File: config.mk
export PLATFORM = sky130hd
export DESIGN_NAME = mem_access
export DESIGN_NICKNAME = d
export VERILOG_FILES = /design/src/rtl/mem_access_pkg.sv /design/src/rtl/mem_access_lane_mux.sv /design/src/rtl/mem_access.sv
export SDC_FILE = /design/constraint.sdc
export NUM_CORES = 1
export LEC_CHECK = 0
export CAP_MARGIN = 20
export CORE_AREA = 2 2 151 153
export CTS_BUF_LIST = sky130_fd_sc_hd__clkbuf_8
export DETAILED_ROUTE_END_ITERATION = 7
export DIE_AREA = 0 0 153 155
export HOLD_SLACK_MARGIN = 0.06
export PLACE_DENSITY = 0.67
export SYNTH_ARGS = -nofsm -noshare
export SYNTH_HDL_FRONTEND = slang
export SYNTH_SLANG_ARGS = --single-unit
File: constraint.sdc
create_clock -name clk -period 2.5 [get_ports clk]
set_input_delay 0.5 -clock clk [delete_from_list [all_inputs] [get_ports clk]]
set_output_delay 0.5 -clock clk [all_outputs]
set_load 0.05 [all_outputs]
File: src/rtl/mem_access_pkg.sv
// Shared definitions for the MEM stage: ALU op codes of the load/store
// family, MEM FSM state encoding and small op classification helpers.
package mem_access_pkg;

  localparam int ALUOP_W = 8;
  localparam int REG_W   = 32;

  localparam logic [ALUOP_W-1:0] EXE_NOP_OP = 8'b00000000;
  localparam logic [ALUOP_W-1:0] EXE_LB_OP  = 8'b11100000;
  localparam logic [ALUOP_W-1:0] EXE_LH_OP  = 8'b11100001;
  localparam logic [ALUOP_W-1:0] EXE_LW_OP  = 8'b11100011;
  localparam logic [ALUOP_W-1:0] EXE_LBU_OP = 8'b11100100;
  localparam logic [ALUOP_W-1:0] EXE_LHU_OP = 8'b11100101;
  localparam logic [ALUOP_W-1:0] EXE_SB_OP  = 8'b11101000;
  localparam logic [ALUOP_W-1:0] EXE_SH_OP  = 8'b11101001;
  localparam logic [ALUOP_W-1:0] EXE_SW_OP  = 8'b11101011;

  typedef enum logic [1:0] {
    MEM_IDLE = 2'd0,
    MEM_BUSY = 2'd1,
    MEM_DONE = 2'd2
  } mem_state_e;

  // Any op that needs a data bus transaction.
  function automatic logic is_mem_op(input logic [ALUOP_W-1:0] op);
    case (op)
      EXE_LB_OP, EXE_LBU_OP, EXE_LH_OP, EXE_LHU_OP, EXE_LW_OP,
      EXE_SB_OP, EXE_SH_OP, EXE_SW_OP: is_mem_op = 1'b1;
      default:                         is_mem_op = 1'b0;
    endcase
  endfunction

  function automatic logic is_store_op(input logic [ALUOP_W-1:0] op);
    case (op)
      EXE_SB_OP, EXE_SH_OP, EXE_SW_OP: is_store_op = 1'b1;
      default:                         is_store_op = 1'b0;
    endcase
  endfunction

endpackage

File: src/rtl/mem_access_lane_mux.sv
// Big-endian byte-lane steering for the MEM stage: byte enables, store data
// replicated across all lanes, and the sign/zero-extended load value.
module mem_lane_mux
  import mem_access_pkg::*;
(
  input  logic [ALUOP_W-1:0] aluop_i,
  input  logic [1:0]         addr_i,
  input  logic [REG_W-1:0]   rdata_i,
  input  logic [REG_W-1:0]   reg2_i,
  output logic [3:0]         sel_o,
  output logic [REG_W-1:0]   wdata_o,
  output logic [REG_W-1:0]   ldata_o
);

  logic [7:0]  rbyte;
  logic [15:0] rhalf;

  // Byte lane picked by the low address bits; lane 0 is the MSB byte.
  always_comb begin
    case (addr_i)
      2'd0:    rbyte = rdata_i[31:24];
      2'd1:    rbyte = rdata_i[23:16];
      2'd2:    rbyte = rdata_i[15:8];
      default: rbyte = rdata_i[7:0];
    endcase
  end

  // Halfword lane only looks at addr[1]; addr[0] is dropped for halves.
  assign rhalf = addr_i[1] ? rdata_i[15:0] : rdata_i[31:16];

  // Per-op enables, store data and load extension.
  always_comb begin
    sel_o   = 4'b0000;
    wdata_o = '0;
    ldata_o = '0;
    case (aluop_i)
      EXE_LB_OP:  begin sel_o = 4'b1000 >> addr_i; ldata_o = {{24{rbyte[7]}}, rbyte}; end
      EXE_LBU_OP: begin sel_o = 4'b1000 >> addr_i; ldata_o = {24'b0, rbyte}; end
      EXE_LH_OP:  begin sel_o = addr_i[1] ? 4'b0011 : 4'b1100; ldata_o = {{16{rhalf[15]}}, rhalf}; end
      EXE_LHU_OP: begin sel_o = addr_i[1] ? 4'b0011 : 4'b1100; ldata_o = {16'b0, rhalf}; end
      EXE_LW_OP:  begin sel_o = 4'b1111; ldata_o = rdata_i; end
      EXE_SB_OP:  begin sel_o = 4'b1000 >> addr_i; wdata_o = {4{reg2_i[7:0]}}; end
      EXE_SH_OP:  begin sel_o = addr_i[1] ? 4'b0011 : 4'b1100; wdata_o = {2{reg2_i[15:0]}}; end
      EXE_SW_OP:  begin sel_o = 4'b1111; wdata_o = reg2_i; end
      default:    ;
    endcase
  end

endmodule

File: src/rtl/mem_access.sv
// MEM pipeline stage: single-outstanding stb/ack data bus access for
// loads/stores, GPR/HILO pass-through to MEM/WB, pipeline stall request.
// Optional: MEM_ALIGN_CHECK_EN rejects misaligned half/word accesses with
// mem_err instead of issuing a bus cycle.
module mem_access
  import mem_access_pkg::*;
#(
  parameter int TIMEOUT = 255  // BUSY cycles before abort, 0 = wait forever
) (
  input  logic               clk,
  input  logic               rst,
  input  logic [4:0]         mem_wd,
  input  logic               mem_wreg,
  input  logic [REG_W-1:0]   mem_wdata,
  input  logic               mem_whilo,
  input  logic [REG_W-1:0]   mem_hi,
  input  logic [REG_W-1:0]   mem_lo,
  input  logic [ALUOP_W-1:0] mem_aluop,
  input  logic [REG_W-1:0]   mem_addr,
  input  logic [REG_W-1:0]   mem_reg2,
  input  logic [5:0]         stall,
  input  logic [REG_W-1:0]   bus_rdata,
  input  logic               bus_ack,
  output logic [REG_W-1:0]   bus_addr,
  output logic [REG_W-1:0]   bus_wdata,
  output logic [3:0]         bus_sel,
  output logic               bus_we,
  output logic               bus_stb,
  output logic               stallreq_mem,
  output logic [4:0]         wb_wd,
  output logic               wb_wreg,
  output logic [REG_W-1:0]   wb_wdata,
  output logic               wb_whilo,
  output logic [REG_W-1:0]   wb_hi,
  output logic [REG_W-1:0]   wb_lo,
  output logic               mem_err
);

  localparam int TW = (TIMEOUT > 1) ? $clog2(TIMEOUT + 1) : 1;
  localparam logic [TW-1:0] TLAST = TW'((TIMEOUT > 0) ? TIMEOUT - 1 : 0);

  mem_state_e         state_q, state_d;
  logic               stb_q, stb_d, we_q, we_d;
  logic [3:0]         sel_q, sel_d;
  logic [REG_W-1:0]   addr_q, addr_d, wdata_q, wdata_d, buf_q, buf_d;
  logic               err_q, err_d, bad_q, bad_d;
  logic [TW-1:0]      cnt_q, cnt_d;
  logic [ALUOP_W-1:0] op_q, op_d;
  logic [1:0]         alo_q, alo_d;

  logic               is_mem, misalign;
  logic [ALUOP_W-1:0] lane_op;
  logic [1:0]         lane_addr;
  logic [3:0]         lane_sel;
  logic [REG_W-1:0]   lane_wdata, lane_ldata;
  logic               unused_stall;

  assign is_mem       = is_mem_op(mem_aluop);
  assign unused_stall = ^{stall[5], stall[3:0]};

`ifdef MEM_ALIGN_CHECK_EN
  assign misalign = (((mem_aluop == EXE_LH_OP) || (mem_aluop == EXE_LHU_OP) ||
                      (mem_aluop == EXE_SH_OP)) && mem_addr[0]) ||
                    (((mem_aluop == EXE_LW_OP) || (mem_aluop == EXE_SW_OP)) &&
                     (mem_addr[1:0] != 2'b00));
`else
  assign misalign = 1'b0;
`endif

  // Issue uses the live EX/MEM op; after issue, the captured op/offset
  // steer the load extension so DONE does not depend on held inputs.
  assign lane_op   = (state_q == MEM_IDLE) ? mem_aluop     : op_q;
  assign lane_addr = (state_q == MEM_IDLE) ? mem_addr[1:0] : alo_q;

  mem_lane_mux u_lane (
    .aluop_i (lane_op),
    .addr_i  (lane_addr),
    .rdata_i (buf_q),
    .reg2_i  (mem_reg2),
    .sel_o   (lane_sel),
    .wdata_o (lane_wdata),
    .ldata_o (lane_ldata)
  );

  // State and bus registers; synchronous reset drops strobe on next edge.
  always_ff @(posedge clk) begin
    if (rst) begin
      state_q <= MEM_IDLE;
      stb_q   <= 1'b0;
      we_q    <= 1'b0;
      sel_q   <= 4'b0000;
      addr_q  <= '0;
      wdata_q <= '0;
      buf_q   <= '0;
      err_q   <= 1'b0;
      bad_q   <= 1'b0;
      cnt_q   <= '0;
      op_q    <= EXE_NOP_OP;
      alo_q   <= 2'b00;
    end else begin
      state_q <= state_d;
      stb_q   <= stb_d;
      we_q    <= we_d;
      sel_q   <= sel_d;
      addr_q  <= addr_d;
      wdata_q <= wdata_d;
      buf_q   <= buf_d;
      err_q   <= err_d;
      bad_q   <= bad_d;
      cnt_q   <= cnt_d;
      op_q    <= op_d;
      alo_q   <= alo_d;
    end
  end

  // Next state: issue in IDLE, wait for ack or timeout in BUSY, release in DONE.
  always_comb begin
    state_d = state_q;
    stb_d   = stb_q;
    we_d    = we_q;
    sel_d   = sel_q;
    addr_d  = addr_q;
    wdata_d = wdata_q;
    buf_d   = buf_q;
    err_d   = 1'b0;
    bad_d   = bad_q;
    cnt_d   = cnt_q;
    op_d    = op_q;
    alo_d   = alo_q;
    case (state_q)
      MEM_IDLE: begin
        if (is_mem) begin
          op_d  = mem_aluop;
          alo_d = mem_addr[1:0];
          cnt_d = '0;
          bad_d = misalign;
          if (misalign) begin
            buf_d   = '0;
            err_d   = 1'b1;
            state_d = MEM_DONE;
          end else begin
            stb_d   = 1'b1;
            we_d    = is_store_op(mem_aluop);
            sel_d   = lane_sel;
            addr_d  = {mem_addr[31:2], 2'b00};
            wdata_d = lane_wdata;
            state_d = MEM_BUSY;
          end
        end
      end
      MEM_BUSY: begin
        if (bus_ack) begin
          stb_d   = 1'b0;
          we_d    = 1'b0;
          buf_d   = bus_rdata;
          state_d = MEM_DONE;
        end else if ((TIMEOUT != 0) && (cnt_q == TLAST)) begin
          stb_d   = 1'b0;
          we_d    = 1'b0;
          buf_d   = '0;
          err_d   = 1'b1;
          state_d = MEM_DONE;
        end else begin
          cnt_d = cnt_q + 1'b1;
        end
      end
      MEM_DONE: begin
        if (!stall[4]) state_d = MEM_IDLE;
      end
      default: state_d = MEM_IDLE;
    endcase
  end

  // Outputs: stall until DONE; MEM/WB gets the load result in DONE, else pass-through.
  always_comb begin
    stallreq_mem = ((state_q == MEM_IDLE) && is_mem) || (state_q == MEM_BUSY);
    wb_wd        = mem_wd;
    wb_whilo     = mem_whilo;
    wb_hi        = mem_hi;
    wb_lo        = mem_lo;
    wb_wreg      = 1'b0;
    wb_wdata     = '0;
    if (state_q == MEM_DONE) begin
      wb_wreg  = mem_wreg && !is_store_op(op_q) && !bad_q;
      wb_wdata = is_store_op(op_q) ? '0 : lane_ldata;
    end else if (!is_mem) begin
      wb_wreg  = mem_wreg;
      wb_wdata = mem_wdata;
    end
  end

  assign bus_stb   = stb_q;
  assign bus_we    = we_q;
  assign bus_sel   = sel_q;
  assign bus_addr  = addr_q;
  assign bus_wdata = wdata_q;
  assign mem_err   = err_q;

endmodule

==> metrics.md, run 1 <==
| Metric | Value |
|---|---|
| Max_cap viols | `0` |
| Clock Sink Count | `121` |
| Clk buf depth | `2` |
| Detailed Place HPWL | `16800 um` |
| Vias in the first global route | `6221` |
| Synth cell types | `67` |
| Req. time, crit path | `2.00 ns` |
| Routed WL | `23400 um` |
| Worst vdd ir | `0.420 mV` |
| Initial Util | `0.279` |
| Mean Syn Cell Area | `8.50 sq um` |
| Sw frac | `0.249` |
| Via density | `4.92` |
| Hold_ws | `0.436 ns` |
| Ys flop type | `dfxtp_1` |
| Setup TNS Final | `-20.48 ns` |
| Final Hold Viols | `0` |
| Port bufs | `243` |
| CTS tree | `done` |
| Global-route wire length before repair | `35200 um` |
| EDFF count, synth | `0` |
| Commonest non-fill, non-tap cell in the layout | `clkdlybuf4s50_1` |
| Final Net Count | `1197` |
| Clock skew | `0.0141 ns` |
| Die area | `23700 sq um` |
| Clock insertion delay at the later pin of the skew report | `0.44 ns` |
| Synth Warn # | `0` |
| GPL Wtd Cong | `0.824` |
| Max-slew violations | `0` |
| Vias post-DR | `6296` |
| Final Critical Period | `3.17 ns` |
| Failing checks | `setup timing` |
| P per Cell Area | `465 nW/um^2` |
| IO Pins | `391` |
| Layout cells sized above 1 | `0.276` |
| DP Worst Slack | `-0.876 ns` |
| Hold_buf cts | `0` |
| WL/cell | `18.3 um` |
| Initial antenna violation count | `2` |
| Worst R2R Setup Slack | `0.25 ns` |
| Sequential power share | `0.396` |
| Setup violators final | `33` |
| P_int | `3700 uW` |
| HP Class | `reg2reg` |
| Status | `complete, but fails checks` |
| Largest net degree at the start of global routing | `60` |
| Num CTS Buffers | `17` |
| Worst-path clk slew | `0.07 ns` |
| Comb power frac | `0.176` |
| Crit-path max FO | `8` |
| Critical path startpoint category | `flip-flop` |
| Switching pwr | `1230 uW` |
| # DRC | `0` |
| Total GRT Usage | `0.189` |
| Commonest cells after routing, fill and taps aside | `clkdlybuf4s50_1, dfxtp_1, nand2_1` |
| Total Power | `4940 uW` |
| Worst Setup End Kind | `output port` |
| Die X | `153 um` |
| Core area | `22200 sq um` |
| CP Data Arrival Time | `2.67 ns` |
| Post-Synthesis Cells | `729` |
| Area of the mapped netlist | `6190 sq um` |
| Relative slew slack | `0.568` |
| Iteration count of the initial detailed-routing pass | `4` |
| Register area share after synthesis | `0.391` |
| Synth-to-Final Area Change | `71.4%` |
| Async S/R FF share, synth | `0` |
| Total grt overflow | `0` |
| Setup ws final | `-0.672 ns` |
| Initial DRC count | `385` |
| Fmax | `315 MHz` |
| Slew @ Worst Pin | `0.648 ns` |
| Row cnt | `55` |
| RSZ-0062 raised after global routing | `yes` |
| Clock share of power | `0.428` |
| Worst Setup Path Type | `reg2out` |
| Final instance area | `10600 sq um` |
| Tcrit/Tclk final | `1.27` |
| Static Leak | `0.00401 uW` |
| Seq cells post-synth | `121` |
| Antenna viol nets, final | `0` |
| Clk root buf | `clkbuf_8` |
| Post-DP Area | `9530 sq um` |
| Die Y | `155 um` |
| H-tree Lvls | `4` |
-- Yosys cell counts, types with 2 or more instances --
cell	count	area, sq um
clkbuf_1	36	135
a211o_1	10	87.6
xor2_1	2	17.5
a21o_1	14	105
and2_1	4	25.0
inv_1	4	15.0
a221oi_1	3	26.3
a2bb2oi_1	7	61.3
nor3_1	6	30.0
a222oi_1	4	40.0
ha_1	2	25.0
o21ai_1	4	20.0
nand3_1	8	40.0
mux2_2	2	22.5
nor3_2	2	20.0
a21oi_1	57	285
nor2_2	2	12.5
a211oi_1	2	15.0
or3_1	9	56.3
o2111ai_1	2	17.5
nor3b_1	2	15.0
xnor2_1	3	26.3
buf_6	5	56.3
a221o_1	18	180
nor2_1	64	240
buf_4	74	556
and4_1	2	17.5
a22o_1	16	140
nand2_1	122	458
o221ai_1	7	61.3
dfxtp_1	121	2420
nand2b_1	8	50.1
o21ai_0	7	35.0
o31ai_1	2	15.0
a22oi_1	44	330
buf_2	4	20.0
mux2i_1	19	190
o21a_1	2	15.0
-- per-layer routing --
metal | vias to the layer above | wire, um | track usage
met5 | - | 0 | 0
met4 | 0 | 694 | 0.0679
met3 | 47 | 1290 | 0.0496
met2 | 216 | 11300 | 0.312
met1 | 2981 | 10100 | 0.240
li1 | 3052 | - | -
-- power by group through the flow --
stage          Sequential, uW  Combinational (uW)  Clock (uW)
2_1_floorplan            2020                 612           0
3_3_place_gp             2000                 835           0
3_5_place_dp             2000                 838           0
4_1_cts                  1950                 866        2190
5_1_grt                  1950                 909        2280
6_report                 1950                 870        2110
-- kinds of logic after synthesis --
kind of cell               share of synthesized area
other                                       0.000605
buffers and inverters                          0.129
and+or+nand+nor                                0.175
adders and majority gates                    0.00404
AOI/OAI and AO/OA                              0.253
xor gates and xnor gates                     0.00707
muxes                                         0.0404
DFF                                            0.391
-- sequential cells by signal, indices dropped and copies added (netlist names) --
register and flops:
mem_err 1, alo_q 2, bus_wdata 32, bus_we 1, buf_q 32, bus_addr 30
state_q 2, op_q 8, bus_stb 1, bus_sel 4, cnt_q 8
-- stage by stage --
step | cells | util
4_1_cts | 1275 | 0.473
2_1_floorplan | 730 | -
3_3_place_gp | 1226 | 0.429
5_1_grt | 1277 | 0.477
3_5_place_dp | 1226 | 0.429
6_report | 1279 | 0.477
-- path summary, 6_finish.rpt --
kind	depth (start not counted)	from	endpoint
max	9	state_q[0]$_SDFFE_PP0P_	wb_wdata[12]
min reg2reg	2	bus_wdata[23]$_SDFFE_PP0P_	bus_wdata[23]$_SDFFE_PP0P_
max reg2reg	10	state_q[1]$_SDFFE_PP0P_	bus_wdata[26]$_SDFFE_PP0P_
min	2	bus_wdata[23]$_SDFFE_PP0P_	bus_wdata[23]$_SDFFE_PP0P_
-- final cells by class --
type                    instances  area, sq um
well taps                     285          357
clock inverters                11          193
fillers                      2044        11600
flip-flops and latches        121         2420
diodes                          2         5.00
multi-input cells             486         3550
inverters                       4         15.0
clock buffers                  21          289
repair buffers                349         3780
-- repair_timing --
item | 4_1_cts | 5_1_grt
cloned | 5 | 0
resized for setup | 79 | 14
setup buffers | 12 | 3
pin swaps | 31 | 9
setup endpoints to repair | 34 | 33
-- critical path, cell delays in order (launching register included) --
cell and delay (ns):
dfxtp_2 0.34, nor2_2 0.18, buf_4 0.16, mux2i_4 0.29
buf_12 0.18, mux2i_1 0.42, or3_1 0.18, a21oi_2 0.06
a211o_4 0.27, buf_12 0.15
No activity file was read; power rests on OpenSTA's default activity.
==> run 2, diff against run 1 <==
CAP_MARGIN = 30   (was 20)
==> results of run 2 <==
No change in the layout: final DEF, timing and power equal those of run 1.
